**config.mk**
```make
export PLATFORM = sky130hd
export DESIGN_NAME = sram_axi_bridge
export DESIGN_NICKNAME = d
export VERILOG_FILES = /design/src/rtl/sram_axi_bridge_pkg.sv /design/src/rtl/sram_axi_bridge.sv
export SDC_FILE = /design/constraint.sdc
export NUM_CORES = 1
export LEC_CHECK = 0
export BUFFER_PORTS_ARGS = -buffer_cell sky130_fd_sc_hd__buf_4
export CORE_AREA = 10 10 157 159
export CTS_CLUSTER_DIAMETER = 150
export DETAILED_ROUTE_END_ITERATION = 7
export DIE_AREA = 0 0 167 169
export GPL_TIMING_DRIVEN = 0
export PLACE_DENSITY = 0.64
export REMOVE_ABC_BUFFERS = 1
export SLEW_MARGIN = 20
export SYNTH_ARGS = -nofsm -noshare
export SYNTH_HDL_FRONTEND = slang
export SYNTH_SLANG_ARGS = --single-unit
```
**constraint.sdc**
```tcl
create_clock -name clk -period 1.71 [get_ports clk]
set_input_delay 0.171 -clock clk [delete_from_list [all_inputs] [get_ports clk]]
set_output_delay 0.171 -clock clk [all_outputs]
set_load 0.02 [all_outputs]
```
**src/rtl/sram_axi_bridge_pkg.sv**
```systemverilog
// Shared definitions for the SRAM-to-AXI bridge: FSM state encodings and
// fixed AXI attribute values.
package sram_axi_bridge_pkg;

  typedef enum logic [1:0] {
    R_IDLE,
    R_AR,
    R_WAIT,
    R_RESP
  } rstate_t;

  typedef enum logic [1:0] {
    W_IDLE,
    W_REQ,
    W_B,
    W_RESP
  } wstate_t;

  localparam logic [3:0] ID_INST    = 4'd0;
  localparam logic [3:0] ID_DATA    = 4'd1;
  localparam logic [3:0] ID_WRITE   = 4'd1;
  localparam logic [1:0] BURST_INCR = 2'b01;

endpackage

```
**src/rtl/sram_axi_bridge.sv**
```systemverilog
// SRAM-like instruction/data ports to a single-beat AXI master.
// One read and one write may be outstanding at a time. Data reads wait
// behind an in-flight write; with BRIDGE_RAW_CHECK_EN defined they wait only
// when the word address matches the pending write.
module sram_axi_bridge
  import sram_axi_bridge_pkg::*;
(
  input  logic        clk,
  input  logic        resetn,
  // instruction port (read-only)
  input  logic        inst_sram_req,
  input  logic        inst_sram_wr,
  input  logic [1:0]  inst_sram_size,
  input  logic [31:0] inst_sram_addr,
  input  logic [3:0]  inst_sram_wstrb,
  input  logic [31:0] inst_sram_wdata,
  output logic        inst_sram_addr_ok,
  output logic        inst_sram_data_ok,
  output logic [31:0] inst_sram_rdata,
  // data port
  input  logic        data_sram_req,
  input  logic        data_sram_wr,
  input  logic [1:0]  data_sram_size,
  input  logic [31:0] data_sram_addr,
  input  logic [3:0]  data_sram_wstrb,
  input  logic [31:0] data_sram_wdata,
  output logic        data_sram_addr_ok,
  output logic        data_sram_data_ok,
  output logic [31:0] data_sram_rdata,
  // AXI read address
  output logic [3:0]  arid,
  output logic [31:0] araddr,
  output logic [7:0]  arlen,
  output logic [2:0]  arsize,
  output logic [1:0]  arburst,
  output logic [1:0]  arlock,
  output logic [3:0]  arcache,
  output logic [2:0]  arprot,
  output logic        arvalid,
  input  logic        arready,
  // AXI read data
  input  logic [3:0]  rid,
  input  logic [31:0] rdata,
  input  logic [1:0]  rresp,
  input  logic        rlast,
  input  logic        rvalid,
  output logic        rready,
  // AXI write address
  output logic [3:0]  awid,
  output logic [31:0] awaddr,
  output logic [7:0]  awlen,
  output logic [2:0]  awsize,
  output logic [1:0]  awburst,
  output logic [1:0]  awlock,
  output logic [3:0]  awcache,
  output logic [2:0]  awprot,
  output logic        awvalid,
  input  logic        awready,
  // AXI write data
  output logic [3:0]  wid,
  output logic [31:0] wdata,
  output logic [3:0]  wstrb,
  output logic        wlast,
  output logic        wvalid,
  input  logic        wready,
  // AXI write response
  input  logic [3:0]  bid,
  input  logic [1:0]  bresp,
  input  logic        bvalid,
  output logic        bready
);

  rstate_t     rstate;
  logic [31:0] r_addr;
  logic [1:0]  r_size;
  logic [3:0]  r_id;
  logic [31:0] r_rdata;

  wstate_t     wstate;
  logic [31:0] w_addr;
  logic [1:0]  w_size;
  logic [3:0]  w_strb;
  logic [31:0] w_data;
  logic        aw_done;
  logic        w_done;

  logic raw_hold;
  logic data_rd_acc;
  logic inst_rd_acc;
  logic data_wr_acc;
  logic rd_data_resp;

  // Inputs the bridge deliberately ignores (read-only inst port, IDs, responses).
  logic unused_inputs;
  assign unused_inputs = ^{inst_sram_wr, inst_sram_wstrb, inst_sram_wdata,
                           rid, rresp, rlast, bid, bresp};

`ifdef BRIDGE_RAW_CHECK_EN
  assign raw_hold = (wstate != W_IDLE) && (data_sram_addr[31:2] == w_addr[31:2]);
`else
  assign raw_hold = (wstate != W_IDLE);
`endif

  // Request arbitration: data reads beat inst reads; writes only need an idle write FSM.
  always_comb begin
    data_rd_acc = (rstate == R_IDLE) && data_sram_req && !data_sram_wr && !raw_hold;
    inst_rd_acc = (rstate == R_IDLE) && inst_sram_req && !data_rd_acc
                  && !(data_sram_req && !data_sram_wr);
    data_wr_acc = (wstate == W_IDLE) && data_sram_req && data_sram_wr;
    rd_data_resp = (rstate == R_RESP) && (r_id == ID_DATA);
  end

  assign inst_sram_addr_ok = inst_rd_acc;
  assign data_sram_addr_ok = data_rd_acc || data_wr_acc;
  assign inst_sram_data_ok = (rstate == R_RESP) && (r_id == ID_INST);
  // The read response owns data_ok in a shared cycle; W_RESP waits it out.
  assign data_sram_data_ok = rd_data_resp || (wstate == W_RESP);
  assign inst_sram_rdata   = r_rdata;
  assign data_sram_rdata   = r_rdata;

  assign arid    = r_id;
  assign araddr  = r_addr;
  assign arlen   = '0;
  assign arsize  = {1'b0, r_size};
  assign arburst = BURST_INCR;
  assign arlock  = '0;
  assign arcache = '0;
  assign arprot  = '0;
  assign arvalid = (rstate == R_AR);
  assign rready  = (rstate == R_WAIT);

  assign awid    = ID_WRITE;
  assign awaddr  = w_addr;
  assign awlen   = '0;
  assign awsize  = {1'b0, w_size};
  assign awburst = BURST_INCR;
  assign awlock  = '0;
  assign awcache = '0;
  assign awprot  = '0;
  assign awvalid = (wstate == W_REQ) && !aw_done;
  assign wid     = ID_WRITE;
  assign wdata   = w_data;
  assign wstrb   = w_strb;
  assign wlast   = 1'b1;
  assign wvalid  = (wstate == W_REQ) && !w_done;
  assign bready  = (wstate == W_B);

  // Read FSM: accept, issue AR, capture R beat, present one-cycle data_ok.
  always_ff @(posedge clk) begin
    if (!resetn) begin
      rstate  <= R_IDLE;
      r_addr  <= '0;
      r_size  <= '0;
      r_id    <= '0;
      r_rdata <= '0;
    end else begin
      unique case (rstate)
        R_IDLE: begin
          if (data_rd_acc) begin
            r_addr <= data_sram_addr;
            r_size <= data_sram_size;
            r_id   <= ID_DATA;
            rstate <= R_AR;
          end else if (inst_rd_acc) begin
            r_addr <= inst_sram_addr;
            r_size <= inst_sram_size;
            r_id   <= ID_INST;
            rstate <= R_AR;
          end
        end
        R_AR:   if (arready) rstate <= R_WAIT;
        R_WAIT: begin
          if (rvalid) begin
            r_rdata <= rdata;
            rstate  <= R_RESP;
          end
        end
        R_RESP: rstate <= R_IDLE;
        default: rstate <= R_IDLE;
      endcase
    end
  end

  // Write FSM: AW and W handshake independently, then wait for B.
  always_ff @(posedge clk) begin
    if (!resetn) begin
      wstate  <= W_IDLE;
      w_addr  <= '0;
      w_size  <= '0;
      w_strb  <= '0;
      w_data  <= '0;
      aw_done <= 1'b0;
      w_done  <= 1'b0;
    end else begin
      unique case (wstate)
        W_IDLE: begin
          if (data_wr_acc) begin
            w_addr  <= data_sram_addr;
            w_size  <= data_sram_size;
            w_strb  <= data_sram_wstrb;
            w_data  <= data_sram_wdata;
            aw_done <= 1'b0;
            w_done  <= 1'b0;
            wstate  <= W_REQ;
          end
        end
        W_REQ: begin
          if ((aw_done || awready) && (w_done || wready)) begin
            aw_done <= 1'b0;
            w_done  <= 1'b0;
            wstate  <= W_B;
          end else begin
            aw_done <= aw_done || awready;
            w_done  <= w_done || wready;
          end
        end
        W_B:    if (bvalid) wstate <= W_RESP;
        W_RESP: if (!rd_data_resp) wstate <= W_IDLE;
        default: wstate <= W_IDLE;
      endcase
    end
  end

endmodule

```
==> impl_metrics.xml, run 1 <==
<?xml version="1.0" encoding="UTF-8"?>
<metrics>
  <group name="timing">
    <metric name="unrepaired_setup_endpoints_after_global_routing" unit="">true</metric>
    <metric name="finalSetupViolations" unit="">38</metric>
    <metric name="timing.final.crit_share" unit="%">110</metric>
    <metric name="final.setup.worst_slack" unit="ns">-0.175</metric>
    <metric name="timing.final.crit_period" unit="ns">1.88</metric>
    <metric name="max_clock_freq" unit="MHz">531</metric>
    <metric name="timing_hold_violations_final" unit="">0</metric>
    <metric name="timing_worst_slew_pin_value" unit="ns">0.986</metric>
    <metric name="slew-limit-headroom" unit="%">34.3</metric>
    <metric name="slew_viol_final" unit="">0</metric>
    <metric name="finClkSkew" unit="ns">0.00943</metric>
  </group>
  <group name="floorplan">
    <metric name="dieWidth" unit="um">167</metric>
    <metric name="num_io_pins" unit="">426</metric>
    <metric name="initial_core_util" unit="%">30.4</metric>
    <metric name="dieArea" unit="sq um">28200</metric>
    <metric name="std_cell_rows" unit="">54</metric>
    <metric name="die_height" unit="um">169</metric>
    <metric name="core_area" unit="sq um">21600</metric>
  </group>
  <group name="power">
    <metric name="leakage" unit="nW">4.97</metric>
    <metric name="ir_drop" unit="V">0.000609</metric>
    <metric name="power-per-cell-area" unit="nW/um^2">1410</metric>
  </group>
  <group name="grt">
    <metric name="grt_max_degree" unit="">148</metric>
    <metric name="first_pass_grt_wire_length" unit="mm">37.2</metric>
    <metric name="first_global_vias" unit="">6344</metric>
    <metric name="gr-usage-all-layers" unit="%">16.5</metric>
    <metric name="grt_overflow_total" unit="">0</metric>
    <metric name="grt_antenna_before_repair" unit="">0</metric>
  </group>
  <group name="synthesis">
    <metric name="synth_async_sr_flop_share" unit="%">0</metric>
    <metric name="synth_top_family_by_area" unit="">compound AO/OA/AOI/OAI gates</metric>
    <metric name="synthesis.instances" unit="">754</metric>
    <metric name="fraction_of_the_mapped_netlist_area_in_compound_gates" unit="%">18.2</metric>
    <metric name="synth_simple_gate_area_share" unit="%">16.1</metric>
    <metric name="synth_top_cells_by_area" unit="">sky130_fd_sc_hd__dfxtp_1, sky130_fd_sc_hd__nand2_1, sky130_fd_sc_hd__a21boi_0</metric>
    <metric name="synthDominantCellAreaShare" unit="%">43.7</metric>
    <metric name="yosys.area_share.xor_xnor" unit="%">0</metric>
    <metric name="syn_area" unit="sq um">6550</metric>
    <metric name="postSynth.topFlopCell" unit="">sky130_fd_sc_hd__dfxtp_1</metric>
    <metric name="post_synth_fa_ha_maj_area_fraction" unit="%">1.91</metric>
    <metric name="synth.yosys.warnings" unit="">0</metric>
    <metric name="synth_common_cells" unit="">sky130_fd_sc_hd__nand2_1, sky130_fd_sc_hd__dfxtp_1, sky130_fd_sc_hd__a21boi_0, sky130_fd_sc_hd__buf_4, sky130_fd_sc_hd__mux2i_1</metric>
    <metric name="most_common_cell_in_the_synthesized_netlist" unit="">sky130_fd_sc_hd__nand2_1</metric>
    <metric name="netlist.top_cell.by_area" unit="">sky130_fd_sc_hd__dfxtp_1</metric>
    <metric name="synth-edff-count" unit="">0</metric>
    <metric name="post_synth.cell_area_avg" unit="sq um">8.69</metric>
    <metric name="synth.mux.area_fraction" unit="%">6.19</metric>
    <metric name="yosys_register_bits" unit="">143</metric>
    <metric name="yosys.cell_types.count" unit="">29</metric>
    <metric name="synth-seq-area-share" unit="%">43.7</metric>
  </group>
  <group name="setup_path">
    <metric name="regToRegSetupSlack" unit="ns">-0.17</metric>
    <metric name="top_cell_family_by_delay_on_the_critical_path" unit="">buffers and inverters</metric>
    <metric name="worst_r2r_startpoint" unit="">wstate[1]$_SDFFE_PN0P_</metric>
    <metric name="crit_buf_inv" unit="">5</metric>
    <metric name="cpPeakStageDelay" unit="ns">0.36</metric>
    <metric name="worst_path_most_repeated_cell" unit="">sky130_fd_sc_hd__buf_12</metric>
    <metric name="r2r.worst_path.cells" unit="">10</metric>
    <metric name="worstSetupPathType" unit="">reg -&gt; reg</metric>
    <metric name="timing.critical_path.arrival" unit="ns">2.19</metric>
    <metric name="path_max_fanout" unit="">5</metric>
    <metric name="critical_path.cell_chain" unit="">inv_4 -&gt; ha_4 -&gt; nand4b_1 -&gt; buf_8 -&gt; buf_12 -&gt; buf_12 -&gt; buf_4 -&gt; mux2i_1 -&gt; nand3_1 -&gt; o211a_1</metric>
    <metric name="crit_end_category" unit="">register</metric>
    <metric name="critPathRequiredTime" unit="ns">2.02</metric>
    <metric name="critical-path-slowest-cell" unit="">sky130_fd_sc_hd__dfxtp_4</metric>
    <metric name="critPathLaunchType" unit="">register</metric>
    <metric name="r2r-end" unit="">araddr[19]$_SDFFE_PN0P_</metric>
  </group>
  <group name="placed_design">
    <metric name="placed_cells" unit="">1278</metric>
    <metric name="gp_routability_congestion" unit="">0.775</metric>
    <metric name="dpl_worst_slack" unit="ns">-1.06</metric>
    <metric name="port_buffers" unit="">323</metric>
    <metric name="detailedPlacementHpwl" unit="mm">17.4</metric>
  </group>
  <group name="clock_network">
    <metric name="clk_root_buffer_cell" unit="">sky130_fd_sc_hd__clkbuf_16</metric>
    <metric name="clk_latency" unit="ns">0.41</metric>
    <metric name="clock_tree.buffer_depth" unit="">2</metric>
    <metric name="h-tree-depth" unit="">4</metric>
    <metric name="clock_tree_from_tritoncts" unit="">done</metric>
    <metric name="cts_sinks" unit="">143</metric>
    <metric name="clkTransAtPathRegs" unit="ns">0.07</metric>
    <metric name="cts_buffers" unit="">17</metric>
  </group>
  <group name="hold_path">
    <metric name="min-delay-start" unit="">data_sram_addr[24]</metric>
    <metric name="timing.hold.worst.class" unit="">in -&gt; reg</metric>
    <metric name="min_delay_worst_endpoint" unit="">awaddr[24]$_SDFFE_PN0P_</metric>
    <metric name="hold_depth" unit="">3</metric>
  </group>
  <group name="final_layout">
    <metric name="insertedDiodeCount" unit="">0</metric>
    <metric name="synthToLayoutAreaGrowth" unit="%">53.1</metric>
    <metric name="drive_above_1_share" unit="%">38.6</metric>
    <metric name="non_filler_instance_count_after_layout" unit="">1357</metric>
    <metric name="final_nets" unit="">1272</metric>
  </group>
  <group name="route">
    <metric name="routedWlPerCell" unit="um">18.4</metric>
    <metric name="first_pass_iters" unit="">6</metric>
    <metric name="viasPerCell" unit="">4.49</metric>
    <metric name="ant_nets" unit="">0</metric>
    <metric name="route.vias.total" unit="">6096</metric>
    <metric name="first_iter_violations" unit="">268</metric>
    <metric name="wl" unit="mm">25.0</metric>
    <metric name="post_route_drc" unit="">0</metric>
  </group>
  <group name="flow_run">
    <metric name="maxCapViolations" unit="">0</metric>
  </group>
  <group name="outcome">
    <metric name="outcome" unit="">finished, violations left</metric>
    <metric name="failing_checks" unit="">setup timing</metric>
  </group>
</metrics>
-- logic make-up after synthesis --
| family | count (synthesis) |
|---|---|
| flip-flops | 143 |
| AO/OA/AOI/OAI | 150 |
| other | 2 |
| buffers and inverters | 146 |
| adder cells (fa/ha/maj) | 10 |
| multiplexers | 40 |
| AND/OR/NAND/NOR | 263 |
-- worst reg2reg max path, cell delays in order, from the launching register on --
cell and delay, ns:
sky130_fd_sc_hd__dfxtp_4 0.36, sky130_fd_sc_hd__inv_4 0.07, sky130_fd_sc_hd__ha_4 0.15, sky130_fd_sc_hd__nand4b_1 0.18, sky130_fd_sc_hd__buf_8 0.19, sky130_fd_sc_hd__buf_12 0.12, sky130_fd_sc_hd__buf_12 0.14, sky130_fd_sc_hd__buf_4 0.13
sky130_fd_sc_hd__mux2i_1 0.13, sky130_fd_sc_hd__nand3_1 0.14, sky130_fd_sc_hd__o211a_1 0.16
-- power by group --
part           internal (mW)  leakage (nW)  switching [mW]
combinational           2.69          3.51            3.30
sequential              3.93          1.17           0.352
clock                   2.33         0.285            1.52
total                   8.95          4.97            5.17
-- cells in the final DEF (no fill, tap or decap), types with 14 or more instances in the layout --
master / n
sky130_fd_sc_hd__buf_4: 344
sky130_fd_sc_hd__nand2_1: 212
sky130_fd_sc_hd__dfxtp_1: 139
sky130_fd_sc_hd__a21boi_0: 89
sky130_fd_sc_hd__conb_1: 52
sky130_fd_sc_hd__nand3_1: 34
sky130_fd_sc_hd__o211a_1: 34
sky130_fd_sc_hd__mux2i_1: 33
sky130_fd_sc_hd__dlygate4sd3_1: 20
sky130_fd_sc_hd__clkbuf_16: 17
sky130_fd_sc_hd__a21boi_1: 14
-- repair_timing --
action,CTS,global route
buffers inserted,16,10
endpoints found under the hold margin,16,4
setup endpoints to repair,143,92
gates cloned,3,1
resized for setup,30,26
pin swaps,14,7
hold buffers,16,4
-- stage by stage --
stage                     power (mW)  hold WS (ns)  area, sq um  TNS [ns]  util [%]
after floorplan                 6.99         0.304         5870   -120.86         -
after global placement          9.16         0.427         8650   -312.10      40.1
after detailed placement        9.38         0.440         8810    -51.45      40.9
after CTS                       14.0     0.0000653         9870     -3.10      45.8
after global routing            14.9       0.00266        10000     -6.96      46.5
final                           14.1        0.0139        10000     -2.71      46.5
-- layer usage --
metal	up-vias	track usage (%)	wire, um
met2	262	29.2	12700
li1	2997	-	-
met1	2824	18.1	9630
met4	0	2.71	170
met3	13	7.23	2460
met5	-	0	0
-- layout make-up --
class | instances | area, sq um
inverters | 9 | 38.8
multi-input cells | 517 | 3130
flip-flops and latches | 143 | 2870
repair buffers | 378 | 3040
fillers | 2114 | 11500
clock inverters | 12 | 161
well taps | 280 | 350
clock buffers | 18 | 439
-- how the worst max path moves through the flow --
stage | start | depth (start not counted) | end | slack (ns)
6_report | wstate[1]$_SDFFE_PN0P_ | 10 | araddr[19]$_SDFFE_PN0P_ | -0.17
5_1_grt | wstate[1]$_SDFFE_PN0P_ | 10 | araddr[11]$_SDFFE_PN0P_ | -0.25
4_1_cts | rstate[1]$_SDFFE_PN0P_ | 11 | araddr[11]$_SDFFE_PN0P_ | -0.19
3_5_place_dp | rstate[1]$_SDFFE_PN0P_ | 11 | araddr[3]$_SDFFE_PN0P_ | -1.06
3_3_place_gp | rstate[0]$_SDFFE_PN0P_ | 6 | araddr[3]$_SDFFE_PN0P_ | -4.13
2_1_floorplan | rstate[0]$_SDFFE_PN0P_ | 6 | araddr[0]$_SDFFE_PN0P_ | -1.93
-- flip-flops by register name, indices dropped and copies added, names as in the netlist, 2 cells and up --
signal,cells
araddr,32
awaddr,32
data_sram_rdata,32
r_size,2
rstate,2
w_size,2
wdata,32
wstate,2
wstrb,4
Power figures use the tool's default switching activity.
==> run 2, diff against run 1 <==
- PLACE_DENSITY: 0.64 -> 0.74
==> impl_metrics.xml, run 2 (synthesis results as in run 1) <==
<?xml version="1.0" encoding="UTF-8"?>
<metrics>
  <group name="grt">
    <metric name="first_pass_grt_wire_length" unit="mm">37.3</metric>
    <metric name="grt_overflow_total" unit="">0</metric>
    <metric name="gr-usage-all-layers" unit="%">16.5</metric>
    <metric name="grt_max_degree" unit="">148</metric>
    <metric name="first_global_vias" unit="">6393</metric>
    <metric name="grt_antenna_before_repair" unit="">0</metric>
  </group>
  <group name="placed_design">
    <metric name="dpl_worst_slack" unit="ns">-0.922</metric>
    <metric name="placed_cells" unit="">1279</metric>
    <metric name="detailedPlacementHpwl" unit="mm">17.4</metric>
    <metric name="port_buffers" unit="">323</metric>
    <metric name="dpl_cell_area" unit="sq um">8830</metric>
    <metric name="gp_routability_congestion" unit="">0.763</metric>
  </group>
  <group name="floorplan">
    <metric name="initial_core_util" unit="%">30.4</metric>
    <metric name="dieArea" unit="sq um">28200</metric>
    <metric name="std_cell_rows" unit="">54</metric>
    <metric name="dieWidth" unit="um">167</metric>
    <metric name="die_height" unit="um">169</metric>
    <metric name="num_io_pins" unit="">426</metric>
    <metric name="core_area" unit="sq um">21600</metric>
  </group>
  <group name="route">
    <metric name="first_pass_iters" unit="">5</metric>
    <metric name="viasPerCell" unit="">4.59</metric>
    <metric name="first_iter_violations" unit="">319</metric>
    <metric name="ant_nets" unit="">0</metric>
    <metric name="routedWlPerCell" unit="um">18.9</metric>
    <metric name="wl" unit="mm">25.7</metric>
    <metric name="post_route_drc" unit="">0</metric>
    <metric name="route.vias.total" unit="">6246</metric>
  </group>
  <group name="setup_path">
    <metric name="cpPeakStageDelay" unit="ns">0.36</metric>
    <metric name="critPathLaunch" unit="">wstate[0]$_SDFFE_PN0P_</metric>
    <metric name="critPathRequiredTime" unit="ns">1.54</metric>
    <metric name="critical_path.cell_chain" unit="">inv_4 -&gt; ha_4 -&gt; nand4b_1 -&gt; buf_6 -&gt; buf_8 -&gt; nand2_4 -&gt; buf_6</metric>
    <metric name="path_max_fanout" unit="">5</metric>
    <metric name="r2r.worst_path.cells" unit="">10</metric>
    <metric name="critical-path-slowest-cell" unit="">sky130_fd_sc_hd__dfxtp_4</metric>
    <metric name="regToRegSetupSlack" unit="ns">-0.05</metric>
    <metric name="worst_r2r_startpoint" unit="">wstate[0]$_SDFFE_PN0P_</metric>
    <metric name="crit_end_category" unit="">output port</metric>
    <metric name="worstSetupPathType" unit="">reg -&gt; out</metric>
    <metric name="cp-endpoint" unit="">data_sram_addr_ok</metric>
    <metric name="critPathLaunchType" unit="">register</metric>
    <metric name="worst_path_most_repeated_cell" unit="">sky130_fd_sc_hd__buf_6</metric>
    <metric name="timing.critical_path.arrival" unit="ns">1.59</metric>
    <metric name="r2r-end" unit="">araddr[31]$_SDFFE_PN0P_</metric>
  </group>
  <group name="final_layout">
    <metric name="final_nets" unit="">1273</metric>
    <metric name="insertedDiodeCount" unit="">0</metric>
    <metric name="non_filler_instance_count_after_layout" unit="">1360</metric>
    <metric name="most-common-layout-cells" unit="">sky130_fd_sc_hd__buf_4, sky130_fd_sc_hd__nand2_1, sky130_fd_sc_hd__dfxtp_1</metric>
    <metric name="final_common_cell" unit="">sky130_fd_sc_hd__buf_4</metric>
    <metric name="finish.utilization" unit="%">46.8</metric>
    <metric name="drive_above_1_share" unit="%">38.9</metric>
    <metric name="synthToLayoutAreaGrowth" unit="%">53.9</metric>
    <metric name="design_area" unit="sq um">10100</metric>
  </group>
  <group name="timing">
    <metric name="slew_viol_final" unit="">0</metric>
    <metric name="timing.final.crit_share" unit="%">103</metric>
    <metric name="slew-limit-headroom" unit="%">34.6</metric>
    <metric name="timing_hold_violations_final" unit="">1</metric>
    <metric name="unrepaired_setup_endpoints_after_global_routing" unit="">true</metric>
    <metric name="final.setup.worst_slack" unit="ns">-0.0542</metric>
    <metric name="finalSetupViolations" unit="">10</metric>
    <metric name="timing_worst_slew_pin_value" unit="ns">0.980</metric>
    <metric name="fin_setup_tns" unit="ns">-0.344</metric>
    <metric name="finClkSkew" unit="ns">0.0126</metric>
    <metric name="max_clock_freq" unit="MHz">567</metric>
    <metric name="timing.final.crit_period" unit="ns">1.76</metric>
    <metric name="hold_slack" unit="ns">-0.000700</metric>
  </group>
  <group name="clock_network">
    <metric name="clk_latency" unit="ns">0.42</metric>
    <metric name="cts_buffers" unit="">17</metric>
    <metric name="clk_root_buffer_cell" unit="">sky130_fd_sc_hd__clkbuf_16</metric>
    <metric name="clkTransAtPathRegs" unit="ns">0.07</metric>
    <metric name="clock_tree.buffer_depth" unit="">2</metric>
    <metric name="h-tree-depth" unit="">4</metric>
    <metric name="cts_sinks" unit="">143</metric>
    <metric name="clock_tree_from_tritoncts" unit="">done</metric>
  </group>
  <group name="power">
    <metric name="power-per-cell-area" unit="nW/um^2">1450</metric>
    <metric name="ir_drop" unit="V">0.000636</metric>
    <metric name="p_total" unit="mW">14.6</metric>
    <metric name="leakage" unit="nW">5.03</metric>
  </group>
  <group name="outcome">
    <metric name="failing_checks" unit="">hold timing, setup timing</metric>
    <metric name="outcome" unit="">finished, violations left</metric>
  </group>
  <group name="hold_path">
    <metric name="min-delay-start" unit="">data_sram_wdata[28]</metric>
    <metric name="timing.hold.worst.class" unit="">in -&gt; reg</metric>
  </group>
  <group name="flow_run">
    <metric name="maxCapViolations" unit="">0</metric>
  </group>
</metrics>
[run 2: cell types whose count changed in the layout (fill, tap and decap cells not counted), sizes merged]
cell,change
dlygate4sd3,-5
clkbuf,+5
clkinvlp,-2
bufinv,+1
mux2,+1
buf,+3
[run 2: routing by layer]
layer,vias to the layer above,GRT usage (%),part of all wire [%]
li1,3001,-,-
met1,2919,17.6,38
met2,307,29.2,51
met3,19,7.20,10
met4,0,4.09,1.2
met5,-,0,0
[run 2: what timing repair did]
item / in CTS / in global routing
setup endpoints to repair: 126 / 107
buffers inserted: 16 / 14
gates cloned: 2 / 4
pin swaps: 12 / 10
hold buffers: 15 / 0
resized for setup: 25 / 24
hold endpoints to repair: 15 / 0
[run 2: final cells by class]
class / count / area, sq um
fill: 2063 / 11500
multi-input combinational: 518 / 3110
timing repair buffer: 378 / 3060
sequential: 143 / 2870
clock buffer: 21 / 480
tap: 280 / 350
clock inverter: 11 / 176
inverter: 9 / 36.3
[run 2: critical path: cells and delay by family, from the launching register on]
kind	cells	cell delay (ns)
flops	1	0.36
fa+ha+maj	1	0.16
simple gates	2	0.18
buf+inv	4	0.47
[run 2: worst min-delay path by stage]
stage,endpoint,cells after the start
after detailed placement,aw_done$_SDFFE_PN0P_,3
after floorplan,araddr[0]$_SDFFE_PN0P_,1
after global placement,aw_done$_SDFFE_PN0P_,3
final,wdata[28]$_SDFFE_PN0P_,3
after global routing,data_sram_rdata[12]$_SDFFE_PN0P_,3
after CTS,wdata[20]$_SDFFE_PN0P_,3
[run 2: power breakdown]
part | switching, mW | leakage [nW] | internal [mW]
Clock | 1.51 | 0.321 | 2.62
Combinational | 3.41 | 3.54 | 2.79
Sequential | 0.353 | 1.17 | 3.93
Total | 5.27 | 5.03 | 9.34
==> run 3, diff against run 2 <==
- CORE_AREA: 10 10 157 159 -> 4 4 165 167
- DIE_AREA: 0 0 167 169 -> 0 0 169 171
- PLACE_DENSITY: 0.74 -> 0.66
- SLEW_MARGIN: 20 -> not set
- TNS_END_PERCENT: not set -> 30
==> impl_metrics.xml, run 3 (synthesis results as in run 1) <==
<?xml version="1.0" encoding="UTF-8"?>
<metrics>
  <group name="timing">
    <metric name="timing.final.crit_period" unit="ns">1.88</metric>
    <metric name="timing_worst_slew_pin_value" unit="ns">1.03</metric>
    <metric name="slew-limit-headroom" unit="%">31.7</metric>
    <metric name="max_clock_freq" unit="MHz">531</metric>
    <metric name="timing_hold_violations_final" unit="">0</metric>
    <metric name="finalSetupViolations" unit="">30</metric>
    <metric name="fin_setup_tns" unit="ns">-1.87</metric>
    <metric name="slew_viol_final" unit="">0</metric>
    <metric name="hold_slack" unit="ns">0.00674</metric>
    <metric name="timing.final.crit_share" unit="%">110</metric>
    <metric name="finClkSkew" unit="ns">0.0115</metric>
    <metric name="final.setup.worst_slack" unit="ns">-0.173</metric>
    <metric name="unrepaired_setup_endpoints_after_global_routing" unit="">true</metric>
  </group>
  <group name="final_layout">
    <metric name="nFillCells" unit="">2593</metric>
    <metric name="drive_above_1_share" unit="%">39.6</metric>
    <metric name="insertedDiodeCount" unit="">0</metric>
    <metric name="final_common_cell" unit="">sky130_fd_sc_hd__buf_4</metric>
    <metric name="most-common-layout-cells" unit="">sky130_fd_sc_hd__buf_4, sky130_fd_sc_hd__nand2_1, sky130_fd_sc_hd__dfxtp_1</metric>
    <metric name="non_filler_instance_count_after_layout" unit="">1417</metric>
    <metric name="synthToLayoutAreaGrowth" unit="%">56.6</metric>
    <metric name="final_nets" unit="">1275</metric>
    <metric name="finish.utilization" unit="%">39.8</metric>
  </group>
  <group name="floorplan">
    <metric name="dieWidth" unit="um">169</metric>
    <metric name="initial_core_util" unit="%">25.4</metric>
    <metric name="dieArea" unit="sq um">28900</metric>
    <metric name="std_cell_rows" unit="">59</metric>
    <metric name="die_height" unit="um">171</metric>
    <metric name="core_area" unit="sq um">25800</metric>
    <metric name="num_io_pins" unit="">426</metric>
  </group>
  <group name="hold_path">
    <metric name="hold_depth" unit="">3</metric>
    <metric name="timing.hold.worst.class" unit="">in -&gt; reg</metric>
  </group>
  <group name="clock_network">
    <metric name="h-tree-depth" unit="">4</metric>
    <metric name="clock_tree_from_tritoncts" unit="">done</metric>
    <metric name="cts_buffers" unit="">17</metric>
    <metric name="clk_root_buffer_cell" unit="">sky130_fd_sc_hd__clkbuf_16</metric>
    <metric name="cts_sinks" unit="">143</metric>
    <metric name="clock_tree.buffer_depth" unit="">2</metric>
    <metric name="clk_latency" unit="ns">0.42</metric>
    <metric name="clkTransAtPathRegs" unit="ns">0.06</metric>
  </group>
  <group name="route">
    <metric name="route.vias.total" unit="">6247</metric>
    <metric name="ant_nets" unit="">0</metric>
    <metric name="first_pass_iters" unit="">4</metric>
    <metric name="post_route_drc" unit="">0</metric>
    <metric name="first_iter_violations" unit="">308</metric>
    <metric name="viasPerCell" unit="">4.41</metric>
    <metric name="routedWlPerCell" unit="um">17.0</metric>
    <metric name="wl" unit="mm">24.1</metric>
  </group>
  <group name="power">
    <metric name="leakage" unit="nW">5.05</metric>
    <metric name="ir_drop" unit="V">0.000856</metric>
    <metric name="p_total" unit="mW">14.7</metric>
    <metric name="power-per-cell-area" unit="nW/um^2">1430</metric>
  </group>
  <group name="setup_path">
    <metric name="path_max_fanout" unit="">7</metric>
    <metric name="r2r.worst_path.cells" unit="">10</metric>
    <metric name="crit_end_category" unit="">output port</metric>
    <metric name="worstSetupPathType" unit="">reg -&gt; out</metric>
    <metric name="critPathRequiredTime" unit="ns">1.54</metric>
    <metric name="timing.critical_path.arrival" unit="ns">1.71</metric>
    <metric name="critPathLaunchType" unit="">register</metric>
  </group>
  <group name="placed_design">
    <metric name="port_buffers" unit="">323</metric>
    <metric name="gp_routability_congestion" unit="">0.727</metric>
    <metric name="placed_cells" unit="">1331</metric>
    <metric name="detailedPlacementHpwl" unit="mm">14.6</metric>
  </group>
  <group name="grt">
    <metric name="grt_overflow_total" unit="">0</metric>
    <metric name="grt_max_degree" unit="">148</metric>
    <metric name="first_pass_grt_wire_length" unit="mm">33.9</metric>
    <metric name="first_global_vias" unit="">6001</metric>
    <metric name="gr-usage-all-layers" unit="%">15.1</metric>
    <metric name="grt_antenna_before_repair" unit="">0</metric>
  </group>
  <group name="flow_run">
    <metric name="maxCapViolations" unit="">0</metric>
  </group>
  <group name="outcome">
    <metric name="outcome" unit="">finished, violations left</metric>
    <metric name="failing_checks" unit="">setup timing</metric>
  </group>
</metrics>
[run 3: cell types whose count changed in the layout (fill, tap and decap cells not counted), moves of 3 or more]
cell,delta
sky130_fd_sc_hd__a21boi_0,-14
sky130_fd_sc_hd__a21boi_1,+12
sky130_fd_sc_hd__buf_12,+4
sky130_fd_sc_hd__buf_8,-3
sky130_fd_sc_hd__dlygate4sd3_1,+3
sky130_fd_sc_hd__mux2i_1,-3
sky130_fd_sc_hd__mux2i_4,+3
[run 3: layer usage]
layer	global-route usage [%]	routed length, um	up-vias
li1	-	-	3000
met5	0	0	-
met4	4.62	418	0
met2	27.4	12300	271
met3	5.01	2040	21
met1	16.7	9340	2955
[run 3: worst paths after layout]
path / startpoint / endpoint / slack [ns]
worst max-delay path: wstate[0]$_SDFFE_PN0P_ / data_sram_addr_ok / -0.17
worst min-delay path: data_sram_wdata[9] / wdata[9]$_SDFFE_PN0P_ / 0.007
worst max register to register: wstate[0]$_SDFFE_PN0P_ / araddr[14]$_SDFFE_PN0P_ / -0.10
worst min register to register: wdata[8]$_SDFFE_PN0P_ / wdata[8]$_SDFFE_PN0P_ / 0.45
[run 3: what timing repair did]
item	in CTS	in global routing
buffers inserted	16	15
hold endpoints to repair	16	2
gates resized for setup	23	59
setup endpoints to repair	141	137
hold buffers	16	2
pin swaps	5	17
gates cloned	3	3
[run 3: power by group]
part	internal [mW]	switching [mW]
clock	2.69	1.54
combinational	2.75	3.42
sequential	3.93	0.343
[run 3: through the flow]
step	worst slack (ns)	area [sq um]
after CTS	-0.153	9920
after global routing	-0.265	10300
after global placement	-4.54	8720
after floorplan	-1.93	5870
final	-0.173	10300
after detailed placement	-1.64	8840
[run 3: layout make-up]
| class | count | area [sq um] | share of cell area (%) |
|---|---|---|---|
| clock buffers | 20 | 457 | 4.45 |
| clock inverters | 12 | 205 | 2.00 |
| inverters | 9 | 33.8 | 0.329 |
| multi-input cells | 517 | 3160 | 30.8 |
| flip-flops and latches | 143 | 2870 | 28.0 |
| well taps | 335 | 419 | 4.08 |
| repair buffers | 381 | 3120 | 30.4 |
[run 3: worst max-delay path: stages (launching register included)]
cell and delay [ns]:
sky130_fd_sc_hd__dfxtp_4 0.35, sky130_fd_sc_hd__inv_2 0.07, sky130_fd_sc_hd__ha_4 0.13, sky130_fd_sc_hd__nand4b_1 0.16
sky130_fd_sc_hd__buf_6 0.17, sky130_fd_sc_hd__buf_12 0.13, sky130_fd_sc_hd__buf_12 0.13, sky130_fd_sc_hd__nand2_4 0.05
sky130_fd_sc_hd__buf_6 0.11
